[config.mk]
export PLATFORM = sky130hd
export DESIGN_NAME = map_color_stream_flat
export DESIGN_NICKNAME = d
export VERILOG_FILES = /design/src/rtl/map_color_stream_pkg.sv /design/src/rtl/map_color_stream_if.sv /design/src/rtl/map_color_stream_walker.sv /design/src/rtl/map_color_stream.sv /design/src/flat_wrapper.sv
export SDC_FILE = /design/constraint.sdc
export NUM_CORES = 1
export LEC_CHECK = 0
export ABC_AREA = 1
export CAP_MARGIN = 20
export CORE_MARGIN = 10
export CORE_UTILIZATION = 45
export CTS_BUF_LIST = sky130_fd_sc_hd__clkbuf_16
export DETAILED_ROUTE_END_ITERATION = 10
export PLACE_DENSITY = 0.69
export SLEW_MARGIN = 20
export SYNTH_ARGS = -nofsm -noshare
export SYNTH_HDL_FRONTEND = slang
export SYNTH_HIERARCHICAL = 1
export SYNTH_SLANG_ARGS = --single-unit
export TNS_END_PERCENT = 1
[constraint.sdc]
create_clock -name clk -period 5.2 [get_ports clk]
set_input_delay 1.04 -clock clk [delete_from_list [all_inputs] [get_ports clk]]
set_output_delay 1.04 -clock clk [all_outputs]
set_load 0.01 [all_outputs]
[src/rtl/map_color_stream_pkg.sv]
// Shared types and sizing helpers for the map-colouring validator.
package map_color_pkg;

    typedef enum logic [1:0] {
        LOAD,
        CHECK,
        REPORT
    } state_e;

    // Oz map: 0=GC 1=WC 2=QC 3=MC 4=EC, bit[i*5+j] set when i<j are adjacent.
    localparam logic [24:0] OZ_ADJ = 25'h008629A;

    function automatic int npairs(input int n);
        return n * (n - 1) / 2;
    endfunction

    function automatic int idx_w(input int n);
        return (n <= 2) ? 1 : $clog2(n);
    endfunction

    function automatic int cnt_w(input int n);
        return $clog2(npairs(n) + 1);
    endfunction

endpackage

[src/rtl/map_color_stream_if.sv]
// Colour input stream and verdict output stream of the validator.
interface map_color_stream_if #(
    parameter int NREGIONS = 5,
    parameter int CBITS    = 2
) ();
    localparam int CW = map_color_pkg::cnt_w(NREGIONS);
    localparam int IW = map_color_pkg::idx_w(NREGIONS);

    logic             in_valid;
    logic             in_ready;
    logic [CBITS-1:0] in_color;
    logic             out_valid;
    logic             out_ready;
    logic             out_ok;
    logic             out_range_err;
    logic [CW-1:0]    out_nconf;
    logic [IW-1:0]    out_first_a;
    logic [IW-1:0]    out_first_b;

    modport master (
        output in_valid, in_color, out_ready,
        input  in_ready, out_valid, out_ok, out_range_err,
               out_nconf, out_first_a, out_first_b
    );

    modport slave (
        input  in_valid, in_color, out_ready,
        output in_ready, out_valid, out_ok, out_range_err,
               out_nconf, out_first_a, out_first_b
    );
endinterface

[src/rtl/map_color_stream_walker.sv]
// Row-major iterator over region pairs (i,j), i<j. Parks on the last pair
// until start reloads (0,1).
module map_pair_walker
    import map_color_pkg::*;
#(
    parameter int NREGIONS = 5,
    localparam int IW      = idx_w(NREGIONS)
) (
    input  logic          clk,
    input  logic          rst_n,
    input  logic          start,
    output logic [IW-1:0] i,
    output logic [IW-1:0] j,
    output logic          last
);
    localparam logic [IW-1:0] LAST_I = IW'(NREGIONS - 2);
    localparam logic [IW-1:0] LAST_J = IW'(NREGIONS - 1);

    logic [IW-1:0] i_q, i_d;
    logic [IW-1:0] j_q, j_d;

    assign last = (i_q == LAST_I) && (j_q == LAST_J);
    assign i    = i_q;
    assign j    = j_q;

    // Next pair: advance j, wrap to the next row at the end of a row.
    always_comb begin
        i_d = i_q;
        j_d = j_q;
        if (start) begin
            i_d = '0;
            j_d = IW'(1);
        end else if (!last) begin
            if (j_q == LAST_J) begin
                i_d = i_q + IW'(1);
                j_d = i_q + IW'(2);
            end else begin
                j_d = j_q + IW'(1);
            end
        end
    end

    // Pair registers; reset parks on the last pair so the walker stays idle.
    always_ff @(posedge clk or negedge rst_n) begin
        if (!rst_n) begin
            i_q <= LAST_I;
            j_q <= LAST_J;
        end else begin
            i_q <= i_d;
            j_q <= j_d;
        end
    end
endmodule

[src/rtl/map_color_stream.sv]
// Map-colouring validator: loads one colour per region, walks every pair
// once against the adjacency mask and reports the verdict.
module map_color_stream
    import map_color_pkg::*;
#(
    parameter int NREGIONS                        = 5,
    parameter int CBITS                           = 2,
    parameter int NCOLORS                         = 4,
    parameter logic [NREGIONS*NREGIONS-1:0] ADJ   = OZ_ADJ
) (
    input logic               clk,
    input logic               rst_n,
    map_color_stream_if.slave bus
);
    localparam int IW = idx_w(NREGIONS);
    localparam int CW = cnt_w(NREGIONS);
    localparam int AW = $clog2(NREGIONS * NREGIONS);
    localparam logic [NREGIONS*NREGIONS-1:0] ADJ_V = ADJ;

    state_e        state_q;
    logic [IW-1:0] idx_q;
    logic          range_q;
    logic [CW-1:0] nconf_q, nconf_d;
    logic [IW-1:0] fa_q, fb_q;
    logic          hit_q, hv_q, drain_q;
    logic [IW-1:0] ha_q, hb_q;
    logic          in_ready_q, out_valid_q, ok_q;
    logic [CBITS-1:0] col_q [NREGIONS];

    logic [IW-1:0] wi, wj;
    logic          wlast;
    logic          accept, load_last, bad_color, pair_hit, acc;
    logic [AW-1:0] adj_idx;

    map_pair_walker #(.NREGIONS(NREGIONS)) u_walker (
        .clk   (clk),
        .rst_n (rst_n),
        .start (load_last),
        .i     (wi),
        .j     (wj),
        .last  (wlast)
    );

    // Input acceptance, range test and registered pair comparison term.
    always_comb begin
        accept    = (state_q == LOAD) && in_ready_q && bus.in_valid;
        load_last = accept && (idx_q == IW'(NREGIONS - 1));
        bad_color = ({1'b0, bus.in_color} >= (CBITS+1)'(NCOLORS));
        adj_idx   = AW'(wi) * AW'(NREGIONS) + AW'(wj);
        pair_hit  = ADJ_V[adj_idx] && (col_q[wi] == col_q[wj]);
        acc       = hv_q && hit_q;
        nconf_d   = nconf_q + CW'(acc);
    end

    // Colour file, written only by accepted beats; no reset needed.
    always_ff @(posedge clk) begin
        if (accept) begin
            col_q[idx_q] <= bus.in_color;
        end
    end

    // Control FSM. The pair compare is registered and accumulated one cycle
    // later, so CHECK ends with a single drain cycle after the last pair.
    always_ff @(posedge clk or negedge rst_n) begin
        if (!rst_n) begin
            state_q     <= LOAD;
            idx_q       <= '0;
            range_q     <= 1'b0;
            nconf_q     <= '0;
            fa_q        <= '0;
            fb_q        <= '0;
            hit_q       <= 1'b0;
            hv_q        <= 1'b0;
            drain_q     <= 1'b0;
            ha_q        <= '0;
            hb_q        <= '0;
            in_ready_q  <= 1'b1;
            out_valid_q <= 1'b0;
            ok_q        <= 1'b0;
        end else begin
            case (state_q)
                LOAD: begin
                    if (accept) begin
                        range_q <= range_q | bad_color;
                        if (load_last) begin
                            state_q    <= CHECK;
                            idx_q      <= '0;
                            in_ready_q <= 1'b0;
                            hv_q       <= 1'b0;
                            drain_q    <= 1'b0;
                            nconf_q    <= '0;
                            fa_q       <= '0;
                            fb_q       <= '0;
                        end else begin
                            idx_q <= idx_q + IW'(1);
                        end
                    end
                end
                CHECK: begin
                    nconf_q <= nconf_d;
                    if (acc && (nconf_q == '0)) begin
                        fa_q <= ha_q;
                        fb_q <= hb_q;
                    end
                    if (drain_q) begin
                        state_q     <= REPORT;
                        out_valid_q <= 1'b1;
                        ok_q        <= (nconf_d == '0) && !range_q;
                        hv_q        <= 1'b0;
                        drain_q     <= 1'b0;
                    end else begin
                        hit_q   <= pair_hit;
                        ha_q    <= wi;
                        hb_q    <= wj;
                        hv_q    <= 1'b1;
                        drain_q <= wlast;
                    end
                end
                REPORT: begin
                    if (bus.out_ready) begin
                        state_q     <= LOAD;
                        in_ready_q  <= 1'b1;
                        out_valid_q <= 1'b0;
                        ok_q        <= 1'b0;
                        idx_q       <= '0;
                        range_q     <= 1'b0;
                        nconf_q     <= '0;
                        fa_q        <= '0;
                        fb_q        <= '0;
                    end
                end
                default: state_q <= LOAD;
            endcase
        end
    end

    assign bus.in_ready      = in_ready_q;
    assign bus.out_valid     = out_valid_q;
    assign bus.out_ok        = ok_q;
    assign bus.out_range_err = range_q;
    assign bus.out_nconf     = nconf_q;
    assign bus.out_first_a   = fa_q;
    assign bus.out_first_b   = fb_q;
endmodule

[src/flat_wrapper.sv]
// flat-port wrapper written by rule: the top's interface ports become plain ports
module map_color_stream_flat import map_color_pkg::*;
#(
    parameter int NREGIONS                        = 5,
    parameter int CBITS                           = 2,
    parameter int NCOLORS                         = 4,
    parameter logic [NREGIONS*NREGIONS-1:0] ADJ   = OZ_ADJ
)
  (clk, rst_n, bus_in_valid, bus_in_color, bus_out_ready, bus_in_ready, bus_out_valid, bus_out_ok, bus_out_range_err, bus_out_nconf, bus_out_first_a, bus_out_first_b);
  map_color_stream_if #(.NREGIONS(NREGIONS), .CBITS(CBITS)) bus_i ();
  input logic clk;
  input logic rst_n;
  input wire logic [$bits(bus_i.in_valid)-1:0] bus_in_valid;
  input wire logic [$bits(bus_i.in_color)-1:0] bus_in_color;
  input wire logic [$bits(bus_i.out_ready)-1:0] bus_out_ready;
  output wire logic [$bits(bus_i.in_ready)-1:0] bus_in_ready;
  output wire logic [$bits(bus_i.out_valid)-1:0] bus_out_valid;
  output wire logic [$bits(bus_i.out_ok)-1:0] bus_out_ok;
  output wire logic [$bits(bus_i.out_range_err)-1:0] bus_out_range_err;
  output wire logic [$bits(bus_i.out_nconf)-1:0] bus_out_nconf;
  output wire logic [$bits(bus_i.out_first_a)-1:0] bus_out_first_a;
  output wire logic [$bits(bus_i.out_first_b)-1:0] bus_out_first_b;
  assign bus_i.in_valid = bus_in_valid;
  assign bus_i.in_color = bus_in_color;
  assign bus_i.out_ready = bus_out_ready;
  assign bus_in_ready = bus_i.in_ready;
  assign bus_out_valid = bus_i.out_valid;
  assign bus_out_ok = bus_i.out_ok;
  assign bus_out_range_err = bus_i.out_range_err;
  assign bus_out_nconf = bus_i.out_nconf;
  assign bus_out_first_a = bus_i.out_first_a;
  assign bus_out_first_b = bus_i.out_first_b;
  map_color_stream #(.NREGIONS(NREGIONS), .CBITS(CBITS), .NCOLORS(NCOLORS), .ADJ(ADJ)) u_core (.clk(clk), .rst_n(rst_n), .bus(bus_i));
endmodule
* Yosys cells after proc, flatten, opt, wreduce, memory -nomap -nowiden
Memories as Yosys holds them, arrays and structs flattened. Index checks and enable logic that the tools add are counted.
Word-level totals: bits in read-only memories 32, memory bits (writable) 10, memories kept 2, bits in registers 33, input port bits 6
Operators by class: add/sub/neg operators 6, multiply operators 1, equality and inequality tests 12, bitwise gates (word level) 1, $lt $le $gt $ge 1, mux-type cells 41, reduce and logical (&&, ||, !) cells 24
Memory list:
- (no name shown) | depth 32, bits a word 1, rd ports 1, clocked after Yosys merged registers in 0, wr ports 0, RTL line map_color_stream.sv:50 | pair_hit = ADJ_V[adj_idx] && (col_q[wi] == col_q[wj]);
- u_core.col_q | depth 5, bits a word 2, rd ports 2, clocked after Yosys merged registers in 0, wr ports 1, RTL line map_color_stream.sv:28 | logic [CBITS-1:0] col_q [NREGIONS];
Operator list (count):
- $mux 3 | 13
- $pmux 3 s3 | 2
- $mux 4 | 3
- $pmux 4 s3 | 1
- $reduce_and 4->1 | 3
- $mux 1 | 11
- $pmux 1 s2 | 5
- $add 3x1->3 const B | 3
- $reduce_and 3->1 | 3
- $logic_not 4->1 | 2
- $mux 2 | 4
- $ne 2x1->1 const B | 4
- $reduce_bool 2->1 | 4
- $logic_and 1x1->1 | 7
- $eq 3x3->1 const B | 2
- $lt 5x6->1 const B | 1
- $pmux 2 s3 | 1
- $pmux 3 s2 | 1
- $add 5x3->5 | 1
- $mul 3x3->5 const B | 1
- $reduce_and 5->1 | 1
- $add 4x1->4 | 1
- $ne 2x2->1 const B | 2
- $reduce_and 2->1 | 2
- 8 further kinds | 8

* Logic depth before layout (Yosys ltp)
depth after elaboration 7, gate-level depth with buffers 14, depth with buffers taken out 14

* Hierarchy
The synthesis kept the hierarchy.
By module, submodules not included:
- map_color_stream | sequential area each 977.2 um^2, area each 2195.9 um^2, cells an instance 264, times used 1
- map_pair_walker | sequential area each 153.9 um^2, area each 406.6 um^2, cells an instance 53, times used 1

* Worst setup path after synthesis
No wires, ideal clock.
kind flip-flop to flip-flop, start register u_core.u_walker.i_q[0], in the netlist u_core/u_walker/i[0], end register u_core.hit_q, period minus slack after synthesis 2.370 ns, stages on the path, launching flop included 14, arrival 2.306 ns, slack 2.830 ns, library setup time 0.065 ns, path through dfstp_2 -> ha_1 -> ha_1 -> fa_1 -> inv_1 -> o21ai_0 -> nand2_1 -> nand2_1 -> nand2_1 -> nand2_1 -> inv_1 -> nor2_1 -> nand2_1 -> nand2_1
On the way: cells in the longest elaborated chain, start to end 5, elaborated cells between the ends (all ways) 7
Ends and longest elaborated chain:
- from (decl) | RTL line map_color_stream_walker.sv:19 | logic [IW-1:0] i_q, i_d;
- from (signal assigned) | RTL line map_color_stream_walker.sv:49 | i_q <= i_d;
- $mul 3x3->5 | RTL line map_color_stream.sv:49 | adj_idx = AW'(wi) * AW'(NREGIONS) + AW'(wj);
- $add 5x3->5 | RTL line map_color_stream.sv:49
- $mem_v2 32x1
- $mux 1 (not written as such) | RTL line map_color_stream.sv:50
- $logic_and 1x1->1 * | RTL line map_color_stream.sv:50
- to (signal assigned) | RTL line map_color_stream.sv:112 | hit_q <= pair_hit;
- to (decl) | RTL line map_color_stream.sv:25 | logic hit_q, hv_q, drain_q;
Every way passes the cells marked *; elsewhere a longest branch is shown, timed or not. The select of a mux whose other input is x is not followed. A chain may end at the register's enable or synchronous reset.

* Worst setup path after layout
Same ends and word-level chain as after synthesis.

==> results.md <==
* Outcome: complete, no violations
* Synth Flop Type: dfrtp_1
* Post-synth EDFFs at 10
* Pleak at 1.51 nW
* Dpl hpwl at around 4000 µm
* CTS Buf Count at 5
* Gate Count Post-Synth at roughly 320
* Routed Antenna Nets at 0
* Fin crit period at between 2 and 3 ns
* Max H-tree Level at 2
* Total die area at just over 9000 µm²
* Max IR drop VDD at between 0.15 and 0.2 mV
* Die H at approximately 96 µm
* Slew Viols, Final at 0
* Startpoint types: register
* Multi-input gate area at between 1000 and 1500 µm²
* Layout area overhead at 15.3%
* Data arrival, critical path at around 2.7 ns
* Worst path top cell family by delay: adder cells
* Slew at the pin closest to its max-slew limit at between 0.5 and 0.6 ns
* Longest Clk Path Bufs at 2
* Setup TNS at 0 ns
* Period utilisation layout at around 48%
* Vias at just over 2000
* Antenna Diode Count at 0
* CP Class: reg2reg
* Clk pin slew, worst setup/hold paths at roughly 0.06 ns
* Hold_sp: u_core/bus.out_valid
* Largest area contributor in the synthesized netlist: dfrtp_1
* Slowest stage delay, CP at 0.64 ns
* Synth async-reset ratio at 76.7%
* Register area at ~1100 µm²
* First-pass GRT wire length at between 8000 and 9000 µm
* Vias in the first global route at just under 2000
* Slowest library cell on the worst path: dfstp_2
* Share of cells above drive strength 1 at 10.8%
* Mean routed wirelength per cell at between 10 and 15 µm
* Dominant cells by area after synthesis: dfrtp_1 (28%), nand2_1 (15%), edfxtp_1 (12%)
* First-pass DRT Iterations at 4
* Synth top cells by count: nand2_1 (105), inv_1 (36), dfrtp_1 (29), nand3_1 (29), ha_1 (19)
* # clock sinks at 43
* Sequential fraction of the synthesis area at between 40% and 50%
* Max cap viols at 0
* Max Fclk at ~400 MHz
* Site Rows at 27
* Clock Latency Late Sink at ~0.28 ns
* Final GP Congestion at between 0.8 and 0.9
* Post-synthesis cell area at roughly 2600 µm²
* Final #Nets at between 300 and 400
* Critical Path End Type: register
* Fillers at slightly above 500
* Worst EP required at 5.42 ns
* Synth top area share at 27.9%
* Largest net degree at the start of global routing at 34
* CP Cell Sequence: ha_1 -> ha_1 -> fa_1 -> inv_1 -> o21ai_0 -> nand2_1 -> nand2_1 -> nand2_1 -> nand2_1 -> inv_1 -> nor2_1 -> nand2_1 -> nand2_1
* Final setup fails at 0
* #FFs+latches synth at between 40 and 50
* Total global-route track usage at a little under an eighth
* Final setup skew at around 0.0048 ns
* DRC Markers at 0
* Peak fanout along the critical path at 11
* Most frequent CP cell: nand2_1
* Fin Hold WS at 0.477 ns
* Initial DRC count at 97
* Synth cell types at 32
* # resized after CTS at 0
* Worst path bufs/invs at 2
* Synth Area per Inst at 8.21 µm²
* Pwr Total at ~0.65 mW
* Overflow left after global routing at 0
* Post-CTS setup buffer count at 0
* Core box area at 5570 µm²
* Unrepaired setup endpoints after global routing: false
* Syn nets at roughly 340
* Vias per cell at ~4.9
* Pwr per Cell Area at approximately 220 nW/µm²
* Relative max-transition margin at between 60% and 70%
* # IOs at 20
* Fin cells at 414
* Setup WS pre-CTS at between 2 and 3 ns
* Initial core utilization at 46.7%
* Port bufs at 18
* Count leader, synth: nand2_1
* Setup crit start: u_core/u_walker/i[0]
* Syn. warnings at 6
* Worst min path class: reg2reg
* Initial antenna violation count at 0
* CTS Root Cell: clkbuf_16
* Worst setup margin at 2.68 ns
* Final WL at 5090 µm
* CTS Hold Bufs at 0
* CTS tree: yes
* Final hold violations at 0
* Die width at between 90 and 100 µm
* FF-to-FF Start: u_core/u_walker/i[0]
* Dpl cells at about 400
[per-stage QoR]
step | area (µm²) | util (%)
floorplan | 2600 | -
global placement | 2860 | 51.3
detailed placement | 2860 | 51.3
CTS | 3000 | 53.8
global route | 3000 | 53.8
finish | 3000 | 53.8
[logic make-up (layout without fill, tap and decap cells)]
family / count (synthesis) / count (layout) / synth area share (%)
and+or+nand+nor: 171 / 171 / 29.8
DFF: 43 / 43 / 43.5
buffers and inverters: 43 / 68 / 6.73
AOI/OAI and AO/OA: 33 / 33 / 7.93
adders and majority gates: 20 / 20 / 9.90
xor gates and xnor gates: 6 / 6 / 2.02
other: 1 / 1 / 0.144
[state kept, by name, indices dropped and copies added, names as in the netlist]
register,count
u_core/idx_q,3
u_core/col_q,10
u_core/hb_q,3
u_core/state_q,2
u_core/u_walker/i,3
u_core/ha_q,3
u_core/bus.in_ready,1
u_core/u_walker/j,3
u_core/hit_q,1
u_core/drain_q,1
u_core/bus.out_valid,1
u_core/bus.out_first_a,3
u_core/bus.out_nconf,4
u_core/hv_q,1
u_core/bus.out_first_b,3
u_core/bus.out_ok,1
[area by class of cell]
cell class,instances,share of cell area (%)
multi-input combinational,231,43.2
inverter,41,5.21
clock inverter,3,0.459
tap,72,3.00
timing repair buffer,19,6.26
clock buffer,5,4.17
sequential,43,37.7
[layer usage]
| layer | track usage (%) | share of wire, % |
|---|---|---|
| met1 | 15.8 | 51 |
| met2 | 18.9 | 45 |
| met3 | 2.49 | 2.6 |
| met4 | 3.81 | 0.73 |
| met5 | 0 | 0 |
[worst reg2reg max path, cell delays in order, from the launching register on]
cell	delay (ns)
dfstp_2	0.64
ha_1	0.27
ha_1	0.32
fa_1	0.56
inv_1	0.07
o21ai_0	0.14
nand2_1	0.07
nand2_1	0.06
nand2_1	0.05
nand2_1	0.05
inv_1	0.03
nor2_1	0.09
nand2_1	0.05
nand2_1	0.05
[layout by cell type (no fill, tap or decap), types with 2 or more instances in the layout]
cell type,count
o21ai_2,7
nand2_4,2
inv_4,2
dfstp_2,4
a21oi_1,3
nor3_1,7
clkdlybuf4s50_1,18
edfxtp_1,10
nor2_4,6
xor2_1,3
nand2_1,105
nor2_1,12
ha_1,19
xnor2_1,3
inv_2,4
dfrtp_1,29
inv_1,38
nand2_2,3
o21ai_1,2
o21ai_0,18
nand3_1,29
clkbuf_16,5
nand3b_1,3
[report_power, final]
group	switching [mW]	internal [mW]	total (mW)	leakage [nW]
logic	0.00683	0.00384	0.0107	0.953
clock network	0.124	0.175	0.298	0.0767
registers	0	0.346	0.346	0.485
total	0.131	0.524	0.655	1.51
[final timing paths]
kind	endpoint	cells after the start	slack [ns]
setup / recovery	u_core/hit_q	13	2.68
hold / removal	u_core/bus.out_valid	2	0.48
setup reg to reg	u_core/hit_q	13	2.68
hold reg to reg	u_core/bus.out_valid	2	0.48
max in group asynchronous	u_core/bus.in_ready	2	3.70
min in group asynchronous	u_core/u_walker/i[2]	2	1.16
Power figures use the tool's default switching activity.
